==> config.mk <==
export PLATFORM = sky130hd
export DESIGN_NAME = mem_arbiter_flat
export DESIGN_NICKNAME = d
export VERILOG_FILES = /design/src/rtl/mem_arb_pkg.sv /design/src/rtl/mem_arb_if.sv /design/src/rtl/mem_arb_pick.sv /design/src/rtl/mem_arbiter.sv /design/src/flat_wrapper.sv
export SDC_FILE = /design/constraint.sdc
export NUM_CORES = 1
export LEC_CHECK = 0
export CORE_MARGIN = 3
export CORE_UTILIZATION = 44
export DETAILED_ROUTE_END_ITERATION = 16
export PLACE_DENSITY = 0.86
export SLEW_MARGIN = 30
export SYNTH_ARGS = -nofsm -noshare
export SYNTH_HDL_FRONTEND = slang
export SYNTH_SLANG_ARGS = --single-unit
==> constraint.sdc <==
create_clock -name clk -period 3.82 [get_ports clk]
set_input_delay 0.764 -clock clk [delete_from_list [all_inputs] [get_ports clk]]
set_output_delay 0.764 -clock clk [all_outputs]
set_load 0.005 [all_outputs]
==> src/rtl/mem_arb_pkg.sv <==
// Shared types and constants for the two-port memory arbiter.
// Build option MEM_ARB_RR_EN selects round-robin arbitration instead of fixed priority.
package mem_arb_pkg;

    typedef enum logic [1:0] {
        StIdle   = 2'd0,
        StAccess = 2'd1,
        StResp   = 2'd2
    } state_e;

    localparam logic PORT_CPU = 1'b0;
    localparam logic PORT_DBG = 1'b1;

    // Wide enough for any MAX_WAIT in 1..15.
    localparam int unsigned WAIT_W = 4;

endpackage

==> src/rtl/mem_arb_if.sv <==
// Requester-side bundle of the arbiter: req/gnt handshake, access fields and completion.
// master = requester, slave = arbiter.
interface mem_arb_if #(
    parameter int unsigned ADDR_WIDTH = 6,
    parameter int unsigned DATA_WIDTH = 16
) ();

    logic                  req;
    logic                  we;
    logic [ADDR_WIDTH-1:0] addr;
    logic [DATA_WIDTH-1:0] wdata;
    logic                  gnt;
    logic                  done;
    logic [DATA_WIDTH-1:0] rdata;

    modport master (output req, we, addr, wdata, input gnt, done, rdata);
    modport slave  (input req, we, addr, wdata, output gnt, done, rdata);

endinterface

==> src/rtl/mem_arb_pick.sv <==
// Combinational winner select for the two requesters.
// MEM_ARB_RR_EN: round robin on last_winner; otherwise fixed priority with starvation guard.
module mem_arb_pick
    import mem_arb_pkg::*;
#(
    parameter int unsigned MAX_WAIT = 4
) (
    input  logic              req0,
    input  logic              req1,
    input  logic              last_winner,
    input  logic [WAIT_W-1:0] wait_cnt,
    output logic              winner,
    output logic              valid
);

`ifdef MEM_ARB_RR_EN
    logic [WAIT_W-1:0] unused_wait_cnt;
    assign unused_wait_cnt = wait_cnt;

    always_comb begin
        valid  = req0 | req1;
        winner = PORT_CPU;
        if (req0 && req1) begin
            winner = ~last_winner;
        end else if (req1) begin
            winner = PORT_DBG;
        end
    end
`else
    logic unused_last_winner;
    assign unused_last_winner = last_winner;

    always_comb begin
        valid  = req0 | req1;
        winner = PORT_CPU;
        // Port 1 wins alone, or when it has been passed over MAX_WAIT times in a row.
        if (req1 && (!req0 || wait_cnt == WAIT_W'(MAX_WAIT))) begin
            winner = PORT_DBG;
        end
    end
`endif

endmodule

==> src/rtl/mem_arbiter.sv <==
// Arbitrates one single-port memory between CPU (port 0) and debug/loader (port 1).
// Each access runs IDLE(gnt) -> ACCESS -> RESP(done); MEM_ARB_RR_EN selects round robin.
module mem_arbiter
    import mem_arb_pkg::*;
#(
    parameter int unsigned ADDR_WIDTH = 6,
    parameter int unsigned DATA_WIDTH = 16,
    parameter int unsigned MAX_WAIT   = 4
) (
    input  logic                  clk,
    input  logic                  rst,
    mem_arb_if.slave              r0,
    mem_arb_if.slave              r1,
    output logic                  mem_we,
    output logic [ADDR_WIDTH-1:0] mem_addr,
    output logic [DATA_WIDTH-1:0] mem_data,
    input  logic [DATA_WIDTH-1:0] mem_out,
    output logic                  owner,
    output logic                  busy
);

    state_e                state_q, state_d;
    logic                  we_q, id_q, last_winner_q;
    logic [ADDR_WIDTH-1:0] addr_q;
    logic [DATA_WIDTH-1:0] wdata_q, rdata0_q, rdata1_q;
    logic [WAIT_W-1:0]     wait_cnt;
    logic                  win, win_valid, cap;
    logic                  gnt0, gnt1, done0, done1;

    mem_arb_pick #(
        .MAX_WAIT(MAX_WAIT)
    ) u_pick (
        .req0       (r0.req),
        .req1       (r1.req),
        .last_winner(last_winner_q),
        .wait_cnt   (wait_cnt),
        .winner     (win),
        .valid      (win_valid)
    );

    assign cap = (state_q == StIdle) && win_valid && !rst;

    always_comb begin
        state_d  = state_q;
        gnt0     = 1'b0;
        gnt1     = 1'b0;
        done0    = 1'b0;
        done1    = 1'b0;
        mem_we   = 1'b0;
        mem_addr = '0;
        mem_data = '0;
        case (state_q)
            StIdle: begin
                if (cap) begin
                    state_d = StAccess;
                    gnt0    = (win == PORT_CPU);
                    gnt1    = (win == PORT_DBG);
                end
            end
            StAccess: begin
                mem_addr = addr_q;
                mem_data = wdata_q;
                // A reset landing here must not let the write through.
                mem_we   = we_q && !rst;
                state_d  = StResp;
            end
            StResp: begin
                done0   = !rst && (id_q == PORT_CPU);
                done1   = !rst && (id_q == PORT_DBG);
                state_d = StIdle;
            end
            default: state_d = StIdle;
        endcase
    end

    always_ff @(posedge clk) begin
        if (rst) begin
            state_q       <= StIdle;
            we_q          <= 1'b0;
            addr_q        <= '0;
            wdata_q       <= '0;
            id_q          <= PORT_CPU;
            last_winner_q <= PORT_DBG;
            rdata0_q      <= '0;
            rdata1_q      <= '0;
        end else begin
            state_q <= state_d;
            if (cap) begin
                we_q          <= win ? r1.we : r0.we;
                addr_q        <= win ? r1.addr : r0.addr;
                wdata_q       <= win ? r1.wdata : r0.wdata;
                id_q          <= win;
                last_winner_q <= win;
            end
            if (done0 && !we_q) rdata0_q <= mem_out;
            if (done1 && !we_q) rdata1_q <= mem_out;
        end
    end

`ifdef MEM_ARB_RR_EN
    assign wait_cnt = '0;
`else
    logic [WAIT_W-1:0] wait_cnt_q;
    assign wait_cnt = wait_cnt_q;

    always_ff @(posedge clk) begin
        if (rst || !r1.req) begin
            wait_cnt_q <= '0;
        end else if (cap) begin
            if (win == PORT_DBG) begin
                wait_cnt_q <= '0;
            end else if (wait_cnt_q != WAIT_W'(MAX_WAIT)) begin
                wait_cnt_q <= wait_cnt_q + WAIT_W'(1);
            end
        end
    end
`endif

    // Read data is forwarded straight from memory during the done cycle.
    assign r0.gnt   = gnt0;
    assign r1.gnt   = gnt1;
    assign r0.done  = done0;
    assign r1.done  = done1;
    assign r0.rdata = (done0 && !we_q) ? mem_out : rdata0_q;
    assign r1.rdata = (done1 && !we_q) ? mem_out : rdata1_q;
    assign owner    = id_q;
    assign busy     = (state_q != StIdle);

endmodule

==> src/flat_wrapper.sv <==
// flat-port wrapper written by rule: the top's interface ports become plain ports
module mem_arbiter_flat import mem_arb_pkg::*;
#(
    parameter int unsigned ADDR_WIDTH = 6,
    parameter int unsigned DATA_WIDTH = 16,
    parameter int unsigned MAX_WAIT   = 4
)
  (clk, rst, mem_we, mem_addr, mem_data, mem_out, owner, busy, r0_req, r0_we, r0_addr, r0_wdata, r0_gnt, r0_done, r0_rdata, r1_req, r1_we, r1_addr, r1_wdata, r1_gnt, r1_done, r1_rdata);
  mem_arb_if #(.ADDR_WIDTH(ADDR_WIDTH), .DATA_WIDTH(DATA_WIDTH)) r0_i ();
  mem_arb_if #(.ADDR_WIDTH(ADDR_WIDTH), .DATA_WIDTH(DATA_WIDTH)) r1_i ();
  input  logic clk;
  input  logic rst;
  output logic mem_we;
  output logic [ADDR_WIDTH-1:0] mem_addr;
  output logic [DATA_WIDTH-1:0] mem_data;
  input  logic [DATA_WIDTH-1:0] mem_out;
  output logic owner;
  output logic busy;
  input wire logic [$bits(r0_i.req)-1:0] r0_req;
  input wire logic [$bits(r0_i.we)-1:0] r0_we;
  input wire logic [$bits(r0_i.addr)-1:0] r0_addr;
  input wire logic [$bits(r0_i.wdata)-1:0] r0_wdata;
  output wire logic [$bits(r0_i.gnt)-1:0] r0_gnt;
  output wire logic [$bits(r0_i.done)-1:0] r0_done;
  output wire logic [$bits(r0_i.rdata)-1:0] r0_rdata;
  input wire logic [$bits(r1_i.req)-1:0] r1_req;
  input wire logic [$bits(r1_i.we)-1:0] r1_we;
  input wire logic [$bits(r1_i.addr)-1:0] r1_addr;
  input wire logic [$bits(r1_i.wdata)-1:0] r1_wdata;
  output wire logic [$bits(r1_i.gnt)-1:0] r1_gnt;
  output wire logic [$bits(r1_i.done)-1:0] r1_done;
  output wire logic [$bits(r1_i.rdata)-1:0] r1_rdata;
  assign r0_i.req = r0_req;
  assign r0_i.we = r0_we;
  assign r0_i.addr = r0_addr;
  assign r0_i.wdata = r0_wdata;
  assign r0_gnt = r0_i.gnt;
  assign r0_done = r0_i.done;
  assign r0_rdata = r0_i.rdata;
  assign r1_i.req = r1_req;
  assign r1_i.we = r1_we;
  assign r1_i.addr = r1_addr;
  assign r1_i.wdata = r1_wdata;
  assign r1_gnt = r1_i.gnt;
  assign r1_done = r1_i.done;
  assign r1_rdata = r1_i.rdata;
  mem_arbiter #(.ADDR_WIDTH(ADDR_WIDTH), .DATA_WIDTH(DATA_WIDTH), .MAX_WAIT(MAX_WAIT)) u_core (.clk(clk), .rst(rst), .r0(r0_i), .r1(r1_i), .mem_we(mem_we), .mem_addr(mem_addr), .mem_data(mem_data), .mem_out(mem_out), .owner(owner), .busy(busy));
endmodule
# Yosys cells after proc, flatten, opt, wreduce, memory -nomap -nowiden
# Cells that the tools add are included.
# totals
output_inout_bits	61
input_bits	66
reg_bits	62
word_cells	54
# classes
n_reduce_logical	18
bitwise	3
eq_ne	5
mux	19
n_addsub	1
# ops
operator	count
16-bit two-way mux	4
6-bit two-way mux	2
1-bit two-way mux	9
1-bit logical AND	8
4-bit two-way mux	2
4-bit by 1-bit adder with 4-bit output (second input constant)	1
4-bit by 3-bit equality test with 1-bit output (second input constant)	1
1-bit zero test	4
4-bit by 3-bit inequality test with 1-bit output (second input constant)	1
2-bit case mux with 2 select lines	1
2-bit nonzero test	2
2-bit by 1-bit equality test with 1-bit output (second input constant)	1
2-bit equality test (second input constant)	1
2-bit zero test	1
1-bit logical OR	2
2-bit two-way mux	1
2-bit by 1-bit inequality test with 1-bit output (second input constant)	1
1-bit inverter	2
2-bit AND reduction	1
1-bit bitwise OR	1

# Longest topological paths before layout
# Gate-level depths: netlist of the first run.
# logic_depth
depth_word	7
mapped_depth	7
ltp_nobuf	6

# Hierarchy
# From an unflattened synthesis of the first run, not the netlist that was laid out.
# unflattened
cells_unflattened	284
hier_area_um2	2855.2
# modules_own_cells
module	area_per_inst_um2	n_inst	cells_per_inst
mem_arbiter	2831.5	1	281
mem_arb_pick	23.8	1	3

# Worst setup path after synthesis of the first run
# Ideal clock, no wire load.
# synth_timing
kind	in2out
startpoint	input port rst
endpoint	output port r0_rdata[10]
slack_ns	1.113
stages	5
path_buffers	2
arrival_ns	1.943
path_cell_list	nor4b_1 -> nor2b_1 -> buf_4 -> buf_4 -> mux2_2
# synth_between
elab_chain_cells	5
# synth_rtl
item	line_no	text
start: declaration	flat_wrapper.sv:12	input logic rst;
1-bit zero test	mem_arbiter.sv:68	done0 = !rst && (id_q == PORT_CPU);
1-bit logical AND	mem_arbiter.sv:68	
1-bit two-way mux	mem_arbiter.sv:52	case (state_q)
1-bit logical AND	mem_arbiter.sv:124	assign r0.rdata = (done0 && !we_q) ? mem_out : rdata0_q;
16-bit two-way mux	mem_arbiter.sv:124	
end: declaration	flat_wrapper.sv:25	output wire logic [$bits(r0_i.rdata)-1:0] r0_rdata;
# Every way passes these cells.

# Worst setup path after layout of the first run
# layout_timing
startpoint	input port rst
endpoint	output port r0_rdata[14]
# The elaborated chain is that of the path after synthesis.

==> flow_summary.yaml, run 1 <==
run_status:
  status: "finished, final reports clean"
synthesis:
  ys_warn_count: 0
  synth_common_cells: "62 x dfxtp_1, 49 x nand2_1, 35 x nor2b_1"
  synthCells: 271
  yosys.cell_types.count: 31
  yosys.area.top_type_share: 0.470
  synthXorXnorAreaFrac: 0.00332
  synth_top_family_by_area: "simple AND/OR/NAND/NOR gates"
  seq_area_frac_synth: 0.470
  synthSimpleGateAreaFrac: 0.248
  synthArstFlopShare: 0
  syn_nets: 339
  synth_mux_area_frac: 0.137
  yosys.area_share.adder: 0.00948
  yosysMostFrequentCell: "dfxtp_1"
  synth_area_sq_um: 2640
  synth_top_cell_by_area: "dfxtp_1"
  avgSynthCellArea_sq_um: 9.74
  synth-edff-count: 0
  synth_ff_type: "dfxtp_1"
  synth.area.top_cells: "dfxtp_1 47%, mux2_2 14%, nor2b_1 8.3%, nand2_1 7.0%, a22oi_1 6.8%"
  ys_seq_elements: 62
  synth_compound_area_frac: 0.0958
final_layout:
  drive_gt1_frac: 0.146
  n_antenna_cell: 0
  fill_cells: 433
  multi_input_area_sq_um: 1320
  layout.nets: 468
  ff_latch_area_sq_um: 1240
  synthToLayoutAreaGrowth_pct: 57.3
power:
  combPwrFrac: 0.150
  cell_internal_pwr_mw: 1.05
  power.static_leakage_nw: 1.69
  ir_drop_v: 0.000217
  seq_power_share: 0.506
  powerDensity_nw_per_um2: 329
  p_switching_uw: 320
  p_sw_frac: 0.234
  pwr-share-clk: 0.344
timing:
  finalCriticalPeriod_ns: 3.66
  holdWs_ns: 0.432
  max_freq_mhz: 274
  slew_viol_final: 0
  final_hold_viol_count: 0
  rsz0062_at_grt: "no"
  setup_viol: 0
  setup-tns-final_ns: 0
  max_slew_margin: 0.669
  skew_ns: 0.00678
  finalCritPeriodShare: 0.957
  tightest_slew_ns: 0.497
die:
  start_util: 0.468
  die_h_um: 83.4
  core_sq_um: 5640
  ioPinCount: 127
  num_rows: 27
  die_x_um: 83.4
  die_area_sq_um: 6960
place:
  dp_hpwl_mm: 5.31
  routabilityCongestion: 0.827
  portBuffers: 126
clock_network:
  ctsResizeCount: 0
  cts_max_level: 3
  numCtsBuffers: 9
  root_buffer: "clkbuf_8"
  clk_latency_ns: 0.33
  clock_path_buffers: 2
  cts_hold_buf: 0
  clock_sinks: 62
  post_cts_buffers: 0
  clkTransAtPathRegs_ns: 0.06
  cts_tree: "built"
global_route:
  grt_max_degree: 27
  grt_overflow: 0
  grt_pass1_vias: 2415
  grt_pass1_wl_mm: 11.4
  globalRouteTotalUtil: 0.204
  antenna_found_initial: 0
critical_path:
  cp_cell_sequence: "clkdlybuf4s50_1 -> nor4b_1 -> nor2b_1 -> buf_4 -> mux2_2 -> clkdlybuf4s50_1"
  start_kind: "primary input"
  path_common_cell: "clkdlybuf4s50_1"
  cp.required_ns: 3.06
  crit_arrival_ns: 2.89
  slowest_delay_ns: 0.51
  critPathKind: "in -> out"
  cp_slowest_cell: "clkdlybuf4s50_1"
  worst_setup_path_end_kind: "primary output"
  worstPathMaxFanout: 16
min_path:
  hold_class: "reg -> reg"
detailed_routing:
  wl_per_cell_um: 14.6
  routed_via_density: 4.96
  ant_nets: 0
  drc_errors: 0
  vias: 2358
  drt_iter0_drc: 54
  drt_wl_total_mm: 6.94
  dr.pass1.iters: 5
job:
  drv_cap: 0
==> area by class of cell <==
cell class,count,share of cell area
Timing Repair Buffer,134,0.321
Multi-Input combinational cell,189,0.317
Sequential cell,62,0.299
Clock buffer,12,0.0350
Tap cell,72,0.0217
Inverter,4,0.00362
Clock inverter,2,0.00241
==> per-stage QoR <==
stage | power (mW) | area, sq um | setup slack (ns) | utilization | cells
final | 1.37 | 4150 | 0.165 | 0.736 | 475
after global routing | 1.43 | 4150 | 0.000836 | 0.736 | 475
after CTS | 1.38 | 4150 | 0.105 | 0.736 | 475
after detailed placement | 0.911 | 4000 | 0.126 | 0.708 | 461
after global placement | 0.905 | 4000 | 0.195 | 0.708 | 461
after floorplan | 0.780 | 2640 | 1.11 | - | 271
==> metal layers <==
| metal | GRT usage | wire, um | part of all wire |
|---|---|---|---|
| met1 | 0.233 | 2760 | 0.40 |
| met2 | 0.321 | 3190 | 0.46 |
| met3 | 0.0992 | 844 | 0.12 |
| met4 | 0.0906 | 150 | 0.022 |
| met5 | 0 | 0 | 0 |
==> state kept, by name, indices dropped and copies added (netlist names) <==
name,flops
u_core.wdata_q,16
u_core.state_q,2
u_core.we_q,1
u_core.wait_cnt,4
u_core.addr_q,6
u_core.rdata0_q,16
u_core.rdata1_q,16
u_core.owner,1
==> final timing paths <==
path | slack, ns | cells past startpoint | endpoint | startpoint
worst max-delay path | 0.16 | 6 | r0_rdata[14] | rst
worst min-delay path | 0.43 | 2 | u_core.wdata_q[2]$_SDFFE_PP0P_ | u_core.wdata_q[2]$_SDFFE_PP0P_
worst max register to register | 1.99 | 4 | u_core.wait_cnt[3]$_SDFFE_PP0P_ | u_core.state_q[0]$_SDFFE_PP0P_
worst min register to register | 0.43 | 2 | u_core.wdata_q[2]$_SDFFE_PP0P_ | u_core.wdata_q[2]$_SDFFE_PP0P_
==> worst max-delay path: cells and delay by family <==
family | cells | cell delay, ns
buffers and inverters | 3 | 1.21
and+or+nand+nor | 2 | 0.54
muxes | 1 | 0.38
==> kinds of logic after synthesis <==
group                    Yosys count
flip-flops                        62
XOR/XNOR                           1
AND/OR/NAND/NOR                  122
AO/OA/AOI/OAI                     32
adder cells (fa/ha/maj)            2
buffers and inverters             20
multiplexers                      32
==> power groups by stage <==
stage | sequential, mW | combinational [mW] | clock, mW
6_report | 0.692 | 0.205 | 0.470
5_1_grt | 0.695 | 0.223 | 0.509
4_1_cts | 0.691 | 0.207 | 0.486
3_5_place_dp | 0.705 | 0.205 | 0
3_3_place_gp | 0.704 | 0.202 | 0
2_1_floorplan | 0.700 | 0.0798 | 0
==> cell usage in the layout, fill, tap and decap left out <==
cell / Yosys / layout
nor2_1: 3 / 3
buf_4: 3 / 7
nand2_1: 49 / 49
or4b_2: 1 / 1
nor3_1: 2 / 2
clkbuf_8: 0 / 10
clkdlybuf4s50_1: 0 / 126
or3_4: 1 / 1
ha_1: 2 / 2
buf_12: 0 / 1
a211oi_2: 2 / 1
mux2_2: 32 / 32
o21ba_2: 1 / 1
nor4_4: 0 / 1
a21o_1: 1 / 1
o21ai_0: 1 / 1
inv_1: 4 / 4
and2_1: 23 / 23
or2_1: 1 / 1
a21oi_1: 1 / 1
a22oi_1: 24 / 24
a21oi_2: 1 / 1
clkbuf_1: 9 / 2
nand3b_1: 1 / 1
nand3_1: 1 / 1
dfxtp_1: 62 / 62
nor2b_1: 35 / 35
nand2b_1: 1 / 1
a211oi_4: 0 / 1
and3b_1: 1 / 1
clkinv_2: 0 / 2
nor4b_1: 2 / 2
a2111o_1: 1 / 1
xnor2_1: 1 / 1
No activity file was read; power rests on OpenSTA's default activity.
==> run 2, diff against run 1 <==
--- a/config.mk
+++ b/config.mk
@@ -6,9 +6,10 @@
 export NUM_CORES = 1
 export LEC_CHECK = 0
 export CORE_MARGIN = 3
-export CORE_UTILIZATION = 44
+export CORE_UTILIZATION = 45
+export CTS_BUF_LIST = sky130_fd_sc_hd__clkbuf_4 sky130_fd_sc_hd__clkbuf_8
 export DETAILED_ROUTE_END_ITERATION = 16
-export PLACE_DENSITY = 0.86
+export PLACE_DENSITY = 0.87
 export SLEW_MARGIN = 30
 export SYNTH_ARGS = -nofsm -noshare
 export SYNTH_HDL_FRONTEND = slang
==> run 2 against run 1 <==
Effect of this change: cell count increased by 0.42%; setup slack improved by 0.061 ns; routed wire length increased by 2.3%; final area increased by 0.60%; global-route usage increased by 1.1 points; first-iteration DRC count increased by 26%; count of clock-buffer cells in the layout increased by 3; clock skew increased by 0.0013 ns; critical endpoint is now r0_rdata[5].
==> flow_summary.yaml, run 2 (synthesis gave the netlist of run 1 again) <==
run_status:
  status: "finished, final reports clean"
place:
  dp_hpwl_mm: 5.23
  routabilityCongestion: 0.887
  dp_cells: 461
  portBuffers: 126
die:
  num_rows: 27
  start_util: 0.473
  ioPinCount: 127
  core_sq_um: 5570
  die_area_sq_um: 6820
  die_x_um: 82.6
  die_h_um: 82.6
detailed_routing:
  wl_per_cell_um: 14.9
  drt_iter0_drc: 68
  drc_errors: 0
  vias: 2389
  routed_via_density: 5.01
  drt_wl_total_mm: 7.10
  ant_nets: 0
  dr.pass1.iters: 4
final_layout:
  layout_common_cells: "126 x clkdlybuf4s50_1, 62 x dfxtp_1, 49 x nand2_1"
  reg_top3: "u_core.rdata0_q: 16 flops, u_core.rdata1_q: 16 flops, u_core.wdata_q: 16 flops"
  n_antenna_cell: 0
  drive_gt1_frac: 0.156
  post-route-util: 0.749
  multi_input_area_sq_um: 1320
  fill_cells: 407
  synthToLayoutAreaGrowth_pct: 58.3
  layout.nets: 468
  final_common_cell: "clkdlybuf4s50_1"
  layout.cells.non_filler: 477
  ff_latch_area_sq_um: 1240
clock_network:
  cts_max_level: 3
  clock_path_buffers: 2
  root_buffer: "clkbuf_8"
  clk_latency_ns: 0.33
  cts_hold_buf: 0
  numCtsBuffers: 9
  post_cts_buffers: 0
  cts_tree: "built"
  clkTransAtPathRegs_ns: 0.06
  ctsResizeCount: 0
  clock_sinks: 62
timing:
  final_hold_viol_count: 0
  setup-tns-final_ns: 0
  holdWs_ns: 0.430
  slew_viol_final: 0
  finalCritPeriodShare: 0.941
  rsz0062_at_grt: "no"
  tightest_slew_ns: 0.505
  finalCriticalPeriod_ns: 3.59
  max_freq_mhz: 278
  max_slew_margin: 0.663
  skew_ns: 0.00804
  setup_viol: 0
min_path:
  hold_class: "reg -> reg"
global_route:
  grt_use_met3: 0.125
  grt_overflow: 0
  grt_pass1_wl_mm: 10.8
  use_met2: 0.353
  grt_busiest_layer: "met2"
  globalRouteTotalUtil: 0.214
  antenna_found_initial: 0
  grt_max_degree: 33
  gr-usage-met1: 0.209
  grt_pass1_vias: 2362
power:
  pwr-share-clk: 0.365
  p_sw_frac: 0.227
  powerDensity_nw_per_um2: 338
  cell_internal_pwr_mw: 1.09
  seq_power_share: 0.490
  power.static_leakage_nw: 1.71
  ir_drop_v: 0.000213
  combPwrFrac: 0.145
  p_switching_uw: 320
critical_path:
  critPathKind: "in -> out"
  worst_setup_path_end_kind: "primary output"
  worstPathMaxFanout: 13
  start_kind: "primary input"
  cp.required_ns: 3.06
  crit_arrival_ns: 2.83
job:
  drv_cap: 0
==> run 2: cell types whose count changed in the layout (fill, tap and decap cells not counted), sizes merged <==
cell / before / now
clkinv: 2 / 1
clkbuf: 12 / 15
==> run 2: path summary, 6_finish.rpt <==
check	end	startpoint	slack [ns]	depth (start not counted)
worst max-delay path	r0_rdata[5]	rst	0.23	6
worst min-delay path	u_core.wdata_q[15]$_SDFFE_PP0P_	u_core.wdata_q[15]$_SDFFE_PP0P_	0.43	2
worst max register to register	u_core.wait_cnt[3]$_SDFFE_PP0P_	u_core.state_q[0]$_SDFFE_PP0P_	1.95	4
worst min register to register	u_core.wdata_q[15]$_SDFFE_PP0P_	u_core.wdata_q[15]$_SDFFE_PP0P_	0.43	2
==> run 2: cell type report <==
type	instances	share of cell area
Sequential cell	62	0.297
Multi-Input combinational cell	189	0.315
Tap cell	72	0.0216
Timing Repair Buffer	134	0.319
Clock buffer	15	0.0419
Clock inverter	1	0.00120
Inverter	4	0.00359
==> run 2: metal layers <==
layer  wire, um  share of wire  vias up
met5          0              0        -
met2       3230           0.46      115
met3       1040           0.15       16
li1           -              -     1165
met4        191          0.027        0
met1       2640           0.37     1093
==> run 2: power groups by stage <==
stage | logic [mW] | clock network (mW) | registers [mW]
2_1_floorplan | 0.0798 | 0 | 0.700
3_3_place_gp | 0.200 | 0 | 0.703
3_5_place_dp | 0.204 | 0 | 0.705
4_1_cts | 0.206 | 0.531 | 0.691
5_1_grt | 0.221 | 0.559 | 0.694
6_report | 0.204 | 0.515 | 0.691
==> run 2: per-stage QoR <==
| step | power, mW | setup slack, ns | area (sq um) |
|---|---|---|---|
| 2_1_floorplan | 0.780 | 1.11 | 2640 |
| 3_3_place_gp | 0.904 | 0.250 | 4000 |
| 3_5_place_dp | 0.909 | 0.171 | 4000 |
| 4_1_cts | 1.43 | 0.167 | 4180 |
| 5_1_grt | 1.47 | 0.0167 | 4180 |
| 6_report | 1.41 | 0.225 | 4180 |
==> run 2: critical path: stages <==
cell and delay [ns]:
clkdlybuf4s50_1 0.45, nor4b_1 0.31, nor2b_1 0.22, buf_4 0.25
mux2_2 0.37, clkdlybuf4s50_1 0.45
